<file path="config.mk">
export PLATFORM = sky130hd
export DESIGN_NAME = memwb_skid_reg
export DESIGN_NICKNAME = d
export VERILOG_FILES = /design/src/rtl/memwb_skid_reg.sv
export SDC_FILE = /design/constraint.sdc
export NUM_CORES = 1
export LEC_CHECK = 0
export CORE_ASPECT_RATIO = 2
export CORE_MARGIN = 5
export CORE_UTILIZATION = 39
export CTS_CLUSTER_DIAMETER = 200
export DETAILED_ROUTE_END_ITERATION = 16
export PLACE_DENSITY = 0.68
export SLEW_MARGIN = 40
export SYNTH_ARGS = -nofsm -noshare
export SYNTH_HDL_FRONTEND = slang
export SYNTH_SLANG_ARGS = --single-unit
</file>
<file path="constraint.sdc">
create_clock -name clk_i -period 1.68 [get_ports clk_i]
set_input_delay 0.252 -clock clk_i [delete_from_list [all_inputs] [get_ports clk_i]]
set_output_delay 0.252 -clock clk_i [all_outputs]
set_load 0.02 [all_outputs]
</file>
<file path="src/rtl/memwb_skid_reg.sv">
// memwb_skid_reg: MEM->WB pipeline register with valid/ready handshake, 2-entry skid buffer, flush and x0 write suppression
//   Parameters: DATA_W data word width, RA_W register-address width, ZERO_SUPPRESS gates RegWrite_o for rd=0
//   Inputs : clk_i, rst_n_i (async active-low), flush_i, in_valid_i, RegWrite_i, MemReg_i, rd_addr_i, data1_i, data2_i, out_ready_i
//   Outputs: in_ready_o, out_valid_o, RegWrite_o, MemReg_o, rd_addr_o, data1_o, data2_o
//   Optional: define MEMWB_WB_MUX_EN to add wb_data_o = MemReg_o ? data1_o : data2_o
module memwb_skid_reg #(
  parameter int DATA_W        = 32,
  parameter int RA_W          = 5,
  parameter bit ZERO_SUPPRESS = 1'b1
) (
  input  logic              clk_i,
  input  logic              rst_n_i,
  input  logic              flush_i,
  input  logic              in_valid_i,
  output logic              in_ready_o,
  input  logic              RegWrite_i,
  input  logic              MemReg_i,
  input  logic [RA_W-1:0]   rd_addr_i,
  input  logic [DATA_W-1:0] data1_i,
  input  logic [DATA_W-1:0] data2_i,
  output logic              out_valid_o,
  input  logic              out_ready_i,
  output logic              RegWrite_o,
  output logic              MemReg_o,
  output logic [RA_W-1:0]   rd_addr_o,
  output logic [DATA_W-1:0] data1_o,
`ifdef MEMWB_WB_MUX_EN
  output logic [DATA_W-1:0] wb_data_o,
`endif
  output logic [DATA_W-1:0] data2_o
);
  typedef struct packed {
    logic              rw;
    logic              mr;
    logic [RA_W-1:0]   rd;
    logic [DATA_W-1:0] d1;
    logic [DATA_W-1:0] d2;
  } entry_t;
  typedef enum logic [1:0] {EMPTY, ONE, FULL} state_e;
  state_e state_q, state_d;
  entry_t main_q, main_d, skid_q, skid_d, in_e;
  logic acc, drn;
  assign in_e        = {RegWrite_i, MemReg_i, rd_addr_i, data1_i, data2_i};
  // ready depends only on registered state, never on out_ready_i
  assign in_ready_o  = state_q != FULL;
  assign out_valid_o = state_q != EMPTY;
  assign acc         = in_valid_i & in_ready_o;
  assign drn         = out_valid_o & out_ready_i;
  // flush clears only the occupancy; held data words stay as they were
  always_comb begin
    state_d = state_q;
    main_d  = main_q;
    skid_d  = skid_q;
    if (flush_i) state_d = EMPTY;
    else case (state_q)
      EMPTY: if (acc) begin
        state_d = ONE;
        main_d  = in_e;
      end
      ONE: if (acc && drn) main_d = in_e;
      else if (acc) begin
        state_d = FULL;
        skid_d  = in_e;
      end
      else if (drn) state_d = EMPTY;
      FULL: if (drn) begin
        state_d = ONE;
        main_d  = skid_q;
      end
      default: state_d = EMPTY;
    endcase
  end
  always_ff @(posedge clk_i or negedge rst_n_i)
    if (!rst_n_i) begin
      state_q <= EMPTY;
      main_q  <= '0;
      skid_q  <= '0;
    end else begin
      state_q <= state_d;
      main_q  <= main_d;
      skid_q  <= skid_d;
    end
  assign RegWrite_o = out_valid_o & main_q.rw & ~(ZERO_SUPPRESS & (main_q.rd == '0));
  assign MemReg_o   = main_q.mr;
  assign rd_addr_o  = main_q.rd;
  assign data1_o    = main_q.d1;
  assign data2_o    = main_q.d2;
`ifdef MEMWB_WB_MUX_EN
  assign wb_data_o  = main_q.mr ? main_q.d1 : main_q.d2;
`endif
endmodule
</file>
==> metrics.md, run 1 <==
| Metric | Value |
|---|---|
| Status | `finished, violations left` |
| Failing checks | `setup timing` |
| Core Box Area | `0.01727 mm^2` |
| Setup CP Type | `reg2out` |
| Most common cell in the synthesized netlist | `nand2_1` |
| WL/cell | `19.24 um` |
| Power per standard cell area | `1283 mW/mm^2` |
| Row count | `68` |
| Synth Cell Area | `0.006860 mm^2` |
| Largest net degree at the start of global routing | `48` |
| Max-cap violations | `0` |
| FF+latch count, synth | `144` |
| Iteration-0 DRC Markers | `157` |
| Ys async rst share | `1.000` |
| R2R Setup Slk | `-0.19 ns` |
| Crit share post-route | `1.162` |
| GRT Resource Usage Total | `0.1726` |
| Synth top area cells | `dfrtp_1 (53%), mux2_2 (22%), nand2_1 (12%)` |
| Most frequent cells after synthesis | `nand2_1 (215), dfrtp_1 (144), mux2_2 (132)` |
| Type of element launching the critical path | `flip-flop` |
| Num ports | `149` |
| # H-tree levels | `4` |
| Initial antenna violation count | `1` |
| RSZ-0062 raised after global routing | `true` |
| CTS tree | `built` |
| Post-route setup slack | `-0.2721 ns` |
| Clk buf depth | `2` |
| Count of cell types in the netlist | `22` |
| Cell accounting for the most synthesized area | `dfrtp_1` |
| Worst Setup End Kind | `output port` |
| First-pass GRT wire length | `27.95 mm` |
| Clk root buf | `clkbuf_16` |
| Fin. max-slew vios | `0` |
| Fin area | `0.009482 mm^2` |
| Fillers | `1,448` |
| Die height | `197.6 um` |
| Clock slew at reported path FFs | `0.06 ns` |
| Die width | `103.8 um` |
| Post-synthesis instance total | `614` |
| Synth Area per Inst | `11.17 um^2` |
| Util after Layout | `0.5490` |
| Detail-routed via count per cell | `4.902` |
| Drt pass-1 iters | `4` |
| Critical Path AT | `1.70 ns` |
| Area delta synth->final | `38.21%` |
| Skew final | `0.007226 ns` |
| Place WS | `-0.3697 ns` |
| Synthesized net count | `690` |
| Final HPWL DP | `11.26 mm` |
| Final setup vio count | `72` |
| Total wire length | `18.14 mm` |
| CP max FO | `2` |
| Tot Pwr | `12.17 mW` |
| Relative slew slack | `0.7116` |
| Placed inst area | `0.008170 mm^2` |
| Final count of hold timing violations | `0` |
| Worst min path class | `in2async` |
| Setup TNS | `-5.315 ns` |
| Max incr delay on CP | `0.53 ns` |
| Layout net count | `798` |
| Slowest-stage cell, CP | `or4_4` |
| Worst-Skew Late Latency | `0.42 ns` |
| Post-synth EDFFs | `0` |
| Tightest Pin Transition | `0.4326 ns` |
| Initial Util | `0.3972` |
| Layout cells sized above 1 | `0.3033` |
| IO Port Bufs | `148` |
| Post-synth top area share | `0.5253` |
| GP Congestion | `0.7579` |
| GRT overflow | `0` |
| Clk sinks | `144` |
| Via count | `4,623` |
| CP cell instances | `or4_4 > o211a_1 > buf_6` |
| Vias in the first global route | `5,258` |
| ANT nets after route | `0` |
| Maximum achievable frequency | `512.3 MHz` |
| Top FF cell, synth | `dfrtp_1` |
| Yosys warnings | `0` |
| DRC Markers | `0` |
| Max IR drop VDD | `0.0006857 V` |
| Worst path required time | `1.43 ns` |
| P_leak | `4.728 nW` |
| Die ar. | `0.02050 mm^2` |
| Register area share after synthesis | `0.5253` |
| TritonCTS Buffers | `17` |
| Final worst path period need | `1.952 ns` |
==> cells in the final DEF, fill, tap and decap left out, drive strengths merged, types with 3 or more instances in the layout <==
cell type and count:
clkinv 4, dlygate4sd2 22, mux2 142, nand2 215
buf 38, clkbuf 22, dlymetal6s2s 24, nor2 3
dfrtp 144, bufinv 7, clkdlybuf4s50 98
==> final cells by class <==
type | count | area [um^2] | share of cell area
repair buffers | 187 | 2111 | 0.2226
flip-flops and latches | 144 | 3603 | 0.3800
clock buffers | 18 | 439.2 | 0.04632
multi-input cells | 371 | 2816 | 0.2970
inverters | 1 | 8.758 | 0.0009237
diodes | 1 | 2.502 | 0.0002639
clock inverters | 11 | 237.7 | 0.02507
well taps | 210 | 262.8 | 0.02771
==> worst max-delay path, delay by kind of cell, from the launching register on <==
kind | cells | cell delay (ns)
buffers and inverters | 1 | 0.14
AO/OA/AOI/OAI | 1 | 0.24
AND/OR/NAND/NOR | 1 | 0.53
flip-flops | 1 | 0.37
==> stage by stage <==
| step | cells | hold slack [ns] |
|---|---|---|
| 2_1_floorplan | 614 | -0.04359 |
| 3_3_place_gp | 894 | 0.1987 |
| 3_5_place_dp | 894 | 0.2099 |
| 4_1_cts | 940 | 0.3358 |
| 5_1_grt | 943 | 0.3432 |
| 6_report | 943 | 0.3136 |
==> final timing paths <==
path                         startpoint           to  depth (start not counted)
setup / recovery           rd_addr_o[4]   RegWrite_o                          3
hold / removal                  rst_n_i  data2_o[22]                          2
setup reg to reg             state_q[1]   data2_o[4]                          7
hold reg to reg              skid_q[68]   skid_q[68]                          1
max in group asynchronous       rst_n_i   data1_o[8]                          3
min in group clk_i           data1_i[9]   skid_q[41]                          2
==> timing repair <==
item	in CTS	in global routing
gates resized for setup	111	46
endpoints found under the setup margin	96	123
hold endpoints to repair	39	0
pin swaps	3	4
hold buffers	1	0
cloned	5	5
setup buffers	11	4
==> cells by family (layout without fill, tap and decap cells) <==
family / after synthesis / after routing / share of synthesized area
DFF: 144 / 144 / 0.5253
and+or+nand+nor: 224 / 224 / 0.1262
AOI/OAI and AO/OA: 4 / 4 / 0.006202
other: 0 / 1 / 0
buffers and inverters: 99 / 217 / 0.1023
muxes: 143 / 143 / 0.2400
==> layer usage <==
layer	global-route usage	vias up	share of wire
met5	0	-	0
met4	0.08790	0	0.034
met3	0.03729	34	0.039
met2	0.3203	120	0.56
met1	0.1807	2331	0.37
li1	-	2138	-
==> power breakdown <==
part           switching [mW]  internal, mW
Clock                    1.41          2.95
Combinational            1.26          1.74
Sequential              0.500          4.32
==> flip-flops by register name, summed over array words and instances (netlist names) <==
register / cells
MemReg_o: 1
rd_addr_o: 5
state_q: 2
data2_o: 32
skid_q: 71
data1_o: 32
main_q: 1
(Power assumes the default switching activity.)
==> run 2: changes to the inputs <==
Settings changed: ABC_CLOCK_PERIOD_IN_PS from default to 1680.
==> results of run 2 <==
The final DEF is identical to that of run 1; final timing and power are the same.
